--- src/rtl/instruction_fetch_unit_pkg.sv ---
// Shared widths and the fetch-queue entry layout for the instruction fetch unit.
package instruction_fetch_unit_pkg;

    localparam int IFU_ADDR_W  = 12;
    localparam int IFU_INSTR_W = 19;
    localparam int IFU_DEPTH   = 2;

    typedef struct packed {
        logic [IFU_ADDR_W-1:0]  pc;
        logic [IFU_INSTR_W-1:0] instr;
    } fetch_entry_t;

endpackage

--- src/rtl/instruction_fetch_unit_if.sv ---
// Instruction-memory, redirect and decode-handshake signals of the fetch unit.
interface instruction_fetch_unit_if
    import instruction_fetch_unit_pkg::*;
#(
    parameter int ADDR_W  = IFU_ADDR_W,
    parameter int INSTR_W = IFU_INSTR_W,
    parameter int DEPTH   = IFU_DEPTH
);

    logic [ADDR_W-1:0]      imem_address;
    logic [INSTR_W-1:0]     imem_instruction;
    logic                   branch_valid;
    logic [ADDR_W-1:0]      branch_target;
    logic                   out_valid;
    logic                   out_ready;
    logic [INSTR_W-1:0]     out_instruction;
    logic [ADDR_W-1:0]      out_pc;
    logic [$clog2(DEPTH):0] queue_count;

    modport master (
        output imem_address,
        input  imem_instruction,
        input  branch_valid,
        input  branch_target,
        output out_valid,
        input  out_ready,
        output out_instruction,
        output out_pc,
        output queue_count
    );

    modport slave (
        input  imem_address,
        output imem_instruction,
        output branch_valid,
        output branch_target,
        input  out_valid,
        output out_ready,
        input  out_instruction,
        input  out_pc,
        input  queue_count
    );

endinterface

--- src/rtl/instruction_fetch_unit_fetch_queue.sv ---
// Register FIFO for fetched entries; supports push+pop when full and a flush.
module instruction_fetch_unit_fetch_queue
    import instruction_fetch_unit_pkg::*;
#(
    parameter int  DEPTH   = IFU_DEPTH,
    parameter type entry_t = fetch_entry_t
) (
    input  logic                   clock,
    input  logic                   reset,
    input  logic                   flush_i,
    input  logic                   push_i,
    input  logic                   pop_i,
    input  entry_t                 push_data_i,
    output entry_t                 head_o,
    output logic                   valid_o,
    output logic [$clog2(DEPTH):0] count_o
);

    localparam int PTR_W = $clog2(DEPTH);
    localparam int CNT_W = PTR_W + 1;

    entry_t             mem_q [DEPTH];
    logic [PTR_W-1:0]   head_q, head_d;
    logic [PTR_W-1:0]   tail_q, tail_d;
    logic [CNT_W-1:0]   count_q, count_d;

    // Flush rewinds the tail onto the head so the old head word stays on the outputs.
    always_comb begin
        head_d  = head_q;
        tail_d  = tail_q;
        count_d = count_q;
        if (flush_i) begin
            tail_d  = head_q;
            count_d = '0;
        end else begin
            if (push_i) tail_d = tail_q + 1'b1;
            if (pop_i)  head_d = head_q + 1'b1;
            count_d = count_q + CNT_W'(push_i) - CNT_W'(pop_i);
        end
    end

    always_ff @(posedge clock) begin
        if (reset) begin
            head_q  <= '0;
            tail_q  <= '0;
            count_q <= '0;
            for (int i = 0; i < DEPTH; i++) mem_q[i] <= '0;
        end else begin
            head_q  <= head_d;
            tail_q  <= tail_d;
            count_q <= count_d;
            if (push_i && !flush_i) mem_q[tail_q] <= push_data_i;
        end
    end

    assign head_o  = mem_q[head_q];
    assign valid_o = (count_q != '0);
    assign count_o = count_q;

endmodule

--- src/rtl/instruction_fetch_unit.sv ---
// Fetch unit: owns the PC, reads instruction memory and queues words for decode.
module instruction_fetch_unit
    import instruction_fetch_unit_pkg::*;
#(
    parameter int                ADDR_W   = IFU_ADDR_W,
    parameter int                INSTR_W  = IFU_INSTR_W,
    parameter int                DEPTH    = IFU_DEPTH,
    parameter logic [ADDR_W-1:0] RESET_PC = '0
) (
    input logic                       clock,
    input logic                       reset,
    instruction_fetch_unit_if.master  bus
);

    localparam int CNT_W = $clog2(DEPTH) + 1;

    typedef struct packed {
        logic [ADDR_W-1:0]  pc;
        logic [INSTR_W-1:0] instr;
    } entry_t;

    logic [ADDR_W-1:0] fetch_pc_q, fetch_pc_d;
    logic              push, pop, full;
    logic              q_valid;
    logic [CNT_W-1:0]  q_count;
    entry_t            q_head, push_entry;

    assign full       = (q_count == CNT_W'(DEPTH));
    assign pop        = q_valid && bus.out_ready;
    assign push       = !bus.branch_valid && (!full || pop);
    assign push_entry = '{pc: fetch_pc_q, instr: bus.imem_instruction};

    // A redirect wins over sequential advance; the PC wraps silently at the top.
    always_comb begin
        fetch_pc_d = fetch_pc_q;
        if (bus.branch_valid) fetch_pc_d = bus.branch_target;
        else if (push)        fetch_pc_d = fetch_pc_q + 1'b1;
    end

    always_ff @(posedge clock) begin
        if (reset) fetch_pc_q <= RESET_PC;
        else       fetch_pc_q <= fetch_pc_d;
    end

    instruction_fetch_unit_fetch_queue #(
        .DEPTH   (DEPTH),
        .entry_t (entry_t)
    ) u_queue (
        .clock       (clock),
        .reset       (reset),
        .flush_i     (bus.branch_valid),
        .push_i      (push),
        .pop_i       (pop),
        .push_data_i (push_entry),
        .head_o      (q_head),
        .valid_o     (q_valid),
        .count_o     (q_count)
    );

    assign bus.imem_address    = fetch_pc_q;
    assign bus.out_valid       = q_valid;
    assign bus.out_pc          = q_head.pc;
    assign bus.out_instruction = q_head.instr;
    assign bus.queue_count     = q_count;

endmodule

--- src/flat_wrapper.sv ---
// flat-port wrapper written by rule: the top's interface ports become plain ports
module instruction_fetch_unit_flat import instruction_fetch_unit_pkg::*;
#(
    parameter int                ADDR_W   = IFU_ADDR_W,
    parameter int                INSTR_W  = IFU_INSTR_W,
    parameter int                DEPTH    = IFU_DEPTH,
    parameter logic [ADDR_W-1:0] RESET_PC = '0
)
  (clock, reset, bus_imem_address, bus_imem_instruction, bus_branch_valid, bus_branch_target, bus_out_valid, bus_out_ready, bus_out_instruction, bus_out_pc, bus_queue_count);
  instruction_fetch_unit_if #(.ADDR_W(ADDR_W), .INSTR_W(INSTR_W), .DEPTH(DEPTH)) bus_i ();
  input logic clock;
  input logic reset;
  output wire logic [$bits(bus_i.imem_address)-1:0] bus_imem_address;
  input wire logic [$bits(bus_i.imem_instruction)-1:0] bus_imem_instruction;
  input wire logic [$bits(bus_i.branch_valid)-1:0] bus_branch_valid;
  input wire logic [$bits(bus_i.branch_target)-1:0] bus_branch_target;
  output wire logic [$bits(bus_i.out_valid)-1:0] bus_out_valid;
  input wire logic [$bits(bus_i.out_ready)-1:0] bus_out_ready;
  output wire logic [$bits(bus_i.out_instruction)-1:0] bus_out_instruction;
  output wire logic [$bits(bus_i.out_pc)-1:0] bus_out_pc;
  output wire logic [$bits(bus_i.queue_count)-1:0] bus_queue_count;
  assign bus_imem_address = bus_i.imem_address;
  assign bus_i.imem_instruction = bus_imem_instruction;
  assign bus_i.branch_valid = bus_branch_valid;
  assign bus_i.branch_target = bus_branch_target;
  assign bus_out_valid = bus_i.out_valid;
  assign bus_i.out_ready = bus_out_ready;
  assign bus_out_instruction = bus_i.out_instruction;
  assign bus_out_pc = bus_i.out_pc;
  assign bus_queue_count = bus_i.queue_count;
  instruction_fetch_unit #(.ADDR_W(ADDR_W), .INSTR_W(INSTR_W), .DEPTH(DEPTH), .RESET_PC(RESET_PC)) u_core (.clock(clock), .reset(reset), .bus(bus_i));
endmodule
--- config.mk ---
export PLATFORM = sky130hd
export DESIGN_NAME = instruction_fetch_unit_flat
export DESIGN_NICKNAME = d
export VERILOG_FILES = /design/src/rtl/instruction_fetch_unit_pkg.sv /design/src/rtl/instruction_fetch_unit_if.sv /design/src/rtl/instruction_fetch_unit_fetch_queue.sv /design/src/rtl/instruction_fetch_unit.sv /design/src/flat_wrapper.sv
export SDC_FILE = /design/constraint.sdc
export NUM_CORES = 1
export LEC_CHECK = 0
export ABC_AREA = 1
export ABC_CLOCK_PERIOD_IN_PS = 2140
export CORE_MARGIN = 5
export CORE_UTILIZATION = 46
export CTS_CLUSTER_DIAMETER = 80
export DETAILED_ROUTE_END_ITERATION = 8
export HOLD_SLACK_MARGIN = 0.06
export PLACE_DENSITY = 0.88
export SLEW_MARGIN = 20
export SYNTH_ARGS = -nofsm -noshare
export SYNTH_HDL_FRONTEND = slang
export SYNTH_HIERARCHICAL = 1
export SYNTH_SLANG_ARGS = --single-unit
--- constraint.sdc ---
create_clock -name clock -period 2.14 [get_ports clock]
set_input_delay 0.428 -clock clock [delete_from_list [all_inputs] [get_ports clock]]
set_output_delay 0.428 -clock clock [all_outputs]
set_load 0.1 [all_outputs]
* Word-level counts from Yosys, hierarchy flattened
Memories as Yosys holds them, arrays and structs flattened. A register that Yosys moved wholly into a read port is not among the register bits. Cells that the tools add are included.
Cells by class: mux-type cells 14, add/subtract/negate cells 5, reductions and logical operators 11, equal/unequal tests 1, bitwise operators 1
Operators with widths (count):
- $mux W31 | 1
- $reduce_or A31 Y1 | 1
- $mux W12 | 2
- $add A12 B1 Y12 const B | 1
- $mux W1 | 11
- $reduce_bool A2 Y1 | 2
- $logic_and A1 B1 Y1 | 3
- $add A1 B1 Y1 const B | 2
- $add A2 B1 Y2 | 1
- $eq A2 B2 Y1 const B | 1
- $logic_not A1 Y1 | 2
- $reduce_and A2 Y1 | 1
- $reduce_or A2 Y1 | 1
- $sub A2 B1 Y2 | 1
- $logic_or A1 B1 Y1 | 1
- $not A1 Y1 | 1
Storage, ports and cells: input bits 35, word-level logic and storage cells 37, register bits 16, bits in writable memories 62, memories 1
Memories:
- u_core.u_queue.mem_q | words 2, width 31, rd ports 1, clocked after memory_dff 1, write ports 2, RTL line instruction_fetch_unit_fetch_queue.sv:22 | entry_t mem_q [DEPTH];

* Depth between registers and ports, before layout
depth in word-level cells 10, mapped depth 10

* Cells and area by module
Netlist, hierarchy kept.
By module, submodules not included:
- instruction_fetch_unit_fetch_queue | cells each 235, times used 1, sequential area each 1961.9 um^2, area each 2941.6 um^2
- instruction_fetch_unit | cells each 123, times used 1, sequential area each 240.2 um^2, area each 795.8 um^2

* Worst setup path after synthesis
OpenSTA, ideal clock, no wires.
path kind reg-to-reg, start point reg u_core.u_queue.count_q[0] (netlist: u_core/u_queue/count_o[0]), end point mem u_core/u_queue/mem_q[0][0] in the netlist's numbering (enable), slack -1.784 ns, clock period less this slack 3.924 ns, arrival time 3.536 ns, cell stages (with the launch flop) 9, buffers on the path 2, path through dfxtp_1 > inv_1 > nand2_1 > nand2_1 > a21oi_1 > buf_2 > nand3_2 > buf_6 > nand2_1
RTL lines:
- start, declared | RTL line instruction_fetch_unit_fetch_queue.sv:25 | logic [CNT_W-1:0] count_q, count_d;
- start signal, assigned | RTL line instruction_fetch_unit_fetch_queue.sv:51 | count_q <= count_d;
- end, declared | RTL line instruction_fetch_unit_fetch_queue.sv:22

==> results.md <==
- The flow ran to the end, and the final reports show no timing, DRC or antenna violations.
- Buffers added to address setup during post-CTS repair amount to 0.
- The dominant combinational cell family by area after synthesis is simple AND/OR/NAND/NOR gates.
- In the final layout, flip-flops and latches occupy 2210 um^2.
- The leakage power is 2.13 nW.
- The tool flagged a number of max-cap violations equal to 0.
- The count of final setup violators is 0.
- The total I/O pin count is 81.
- Walking the worst path, the cells encountered are buf_12 -> mux2_2 -> buf_12.
- The total count of max-transition violations in the final report was 0.
- Among the stages of the critical path, the cell type that occurs most often is sky130_fd_sc_hd__buf_12.
- The category of the critical setup timing path is flip-flop to primary output.
- Sorting the synthesized cells by area gives the leading types as sky130_fd_sc_hd__edfxtp_1, sky130_fd_sc_hd__mux2_2, sky130_fd_sc_hd__dfxtp_1, sky130_fd_sc_hd__nor2_1, sky130_fd_sc_hd__inv_1.
- The quantity of I/O buffers inserted on ports is 80.
- After filler insertion, the fill cell instance count of the layout stands at 572.
- The number of buffers and inverters on the critical path is 2.
- The area used by multi-input combinational logic is 1250 um^2.
- Static timing analysis puts the maximum clock frequency at 0.516 GHz.
- Summed over its instances, the top area cell type makes up 49.8% of the synthesized netlist area.
- The mapped netlist covers 3740 um^2.
- The share of cells above drive strength 1 is 27.4%.
- In this run, CTS created clock tree buffers numbering 9.
- The synthesized netlist devotes 3.65% of its cell area to compound gates.
- During synthesis, Yosys emitted a total of 6 warnings.
- Dividing the detail-routed wire length by the instance count gives 15.2 um.
- The worst setup path is launched from a flip-flop.
- In this design, the largest share of critical-path delay is due to multiplexers.
- The antenna diode count is 0.
- The routed design has 8.36 mm of wire.
- The required arrival time at the worst endpoint is 1.71 ns.
- The highest ir drop seen on vdd is 400 uV.
- Summed over all nets, the half-perimeter wirelength after detailed placement is 5.98 mm.
- The number of nets produced by synthesis is 396.
- After detailed routing, the number of remaining DRC violations is 0.
- The synthesized-area fraction occupied by xor and xnor cells is 1.41%.
- The via density per instance is 5.03.
- The slowest library cell on the worst path is sky130_fd_sc_hd__mux2_2.
- The clock network latency to the later pin of the worst-skew pair is 0.33 ns.
- The number of global-route vias before repair was 2751.
- The initial antenna violation count is 0.
- Clock tree synthesis found a total of 79 sinks.
- Row generation in the floorplan step produced 32 rows.
- The power per cell area is 777 nW/um^2.
- Along the worst path, the maximum fanout reaches 31.
- The number of resized instances in the post-cts repair step is 0.
- The critical path capture point type is a primary output.
- Measured along the y axis, the die boundary spans 100 um.
- The normalized max-slew margin is 71.9%.
- The post-layout minimum cycle time is 1.94 ns.
- Prior to clock tree synthesis, the placed netlist has a worst setup slack of 0.00986 ns.
- At the worst endpoint, the arrival time is 1.51 ns.
- For the pin with the worst max-slew slack, the measured transition is 0.421 ns.
- The total track usage is 17.1%.
- TritonCTS built the clock tree.
- The depth of the CTS H-tree is 3.
- The die footprint is 10000 um^2.
- The initial utilization of the core area, before any placement, comes to 47.9%.
- The mean area per synthesized cell is 10.4 um^2.
- In the final timing run, aggregate negative setup slack is 0 ns.
- sky130_fd_sc_hd__edfxtp_1 takes more of the synthesized area than any other cell.
- The path class of the tightest hold or removal check is flip-flop to flip-flop.
- The remaining global-route overflow is 0.
- CTS placed an instance of sky130_fd_sc_hd__clkbuf_8 at the clock tree root.
- The area share of fa/ha/maj cells after synthesis is 1.00%.
- The largest single stage delay on the critical path is 0.40 ns.
- The post-detailed-route count of antenna-violating nets is 0.
- Counting distinct cell types in the post-synthesis netlist gives 23.
- The worst clock skew on the final layout is 0.00606 ns.
- The final layout net count is 483.
- Synthesis handed over a netlist of 358 instances.
- The clock passes through at most 2 buffers.
- The iteration-0 DRC count of the detailed router is 199.
- At the end of routability-driven placement, the weighted congestion stood at 0.867.
- For this run, the detailed router's first-pass iteration total came to 5.
- The first global-routing pass estimated 13.4 mm of wire.
- Setup repair after global routing left no endpoint under its margin.
- The CTS clock-pin slew for the worst setup and hold paths is 0.08 ns.
- The number of hold violations in the final report is 0.
- The area share of and/or/nand/nor cells after synthesis is 16.8%.
- From synthesis to final layout, the design area changed by 38.5%.
- The final critical path takes up 90.5% of the cycle.
- The region available for standard cell placement spans 7810 um^2.
- Total power for the finished layout comes to 4.02 mW.
- The library cells used most frequently in the layout, excluding fill and tap cells, are sky130_fd_sc_hd__nor2_1, sky130_fd_sc_hd__edfxtp_1, sky130_fd_sc_hd__inv_1.
- Entering global routing, the biggest net connects 32 pins.
- The via count of the routed design is 2772.
- The portion of synthesized area spent on multiplexers is 9.34%.
- The die span in x is 100 um.
- The number of synthesized register bits is 79.
- In the post-route analysis, the smallest setup slack over all paths is 0.204 ns.
- The fraction of the yosys area taken by sequential cells is 58.9%.
- Buffers inserted to repair hold after CTS numbered 0.
-- cell type report --
cell class / instances / share of cell area (%)
Clock buffer: 9 / 2.39
Sequential cell: 79 / 42.7
Tap cell: 102 / 2.47
Timing Repair Buffer: 88 / 22.1
Inverter: 61 / 4.42
Multi-Input combinational cell: 206 / 24.2
Clock inverter: 6 / 1.67
-- logic make-up after synthesis --
group | Yosys count
DFF | 79
adders and majority gates | 3
AOI/OAI and AO/OA | 25
muxes | 31
buffers and inverters | 73
xor gates and xnor gates | 6
and+or+nand+nor | 141
-- report_power, final --
part           internal [mW]  total, mW  switching [mW]
logic                  0.358       1.08           0.718
clock network          0.648       1.16           0.513
registers               1.74       1.79          0.0492
total                   2.74       4.02            1.28
-- final timing paths --
path	start	endpoint	slack, ns	cells past startpoint
max	flip-flop	bus_out_pc[4]	0.20	3
min	u_core/u_queue/head_q	u_core/u_queue/head_q	0.50	2
max reg2reg	u_core/u_queue/count_o[0]	u_core/u_queue/mem_q[0][29]	0.41	7
min reg2reg	u_core/u_queue/head_q	u_core/u_queue/head_q	0.50	2
-- flip-flops by register name, indices dropped and copies added (netlist names), named ones only --
register,count
u_core/u_queue/head_q,1
u_core/u_queue/count_o,2
u_core/u_queue/mem_q,62
u_core/bus.imem_address,12
u_core/u_queue/tail_q,1
-- layer usage --
layer	share of wire, %	track usage [%]	wire [um]	up-vias
met5	0	0	0	-
met4	0.81	6.01	68	0
met3	7.7	3.34	642	6
met2	51	29.5	4260	133
met1	41	21.4	3390	1300
li1	-	-	-	1333
-- per-stage QoR --
step | instance area, um^2 | hold WS [ns] | cells | utilization [%]
floorplan | 3800 | 0.467 | 358 | -
global placement | 4970 | 0.481 | 536 | 63.6
detailed placement | 4970 | 0.495 | 536 | 63.6
CTS | 5180 | 0.505 | 551 | 66.3
global route | 5180 | 0.550 | 551 | 66.3
finish | 5180 | 0.499 | 551 | 66.3
-- worst min-delay path, delay by kind of cell (launching register included) --
family,cells,cell delay [ns]
AOI/OAI and AO/OA,1,0.07
DFF,1,0.30
buffers and inverters,1,0.09
-- Yosys cell counts, drive strengths merged --
master and number:
xnor2 3, inv 61, a21oi 12, ha 3, nand4 2, nor2 71
nand2 52, o21bai 2, mux2 31, a31oi 5, clkbuf 1, edfxtp 62
dfxtp 17, nand3 16, o21ai 6, buf 11, xor2 3
(Power assumes the default switching activity.)
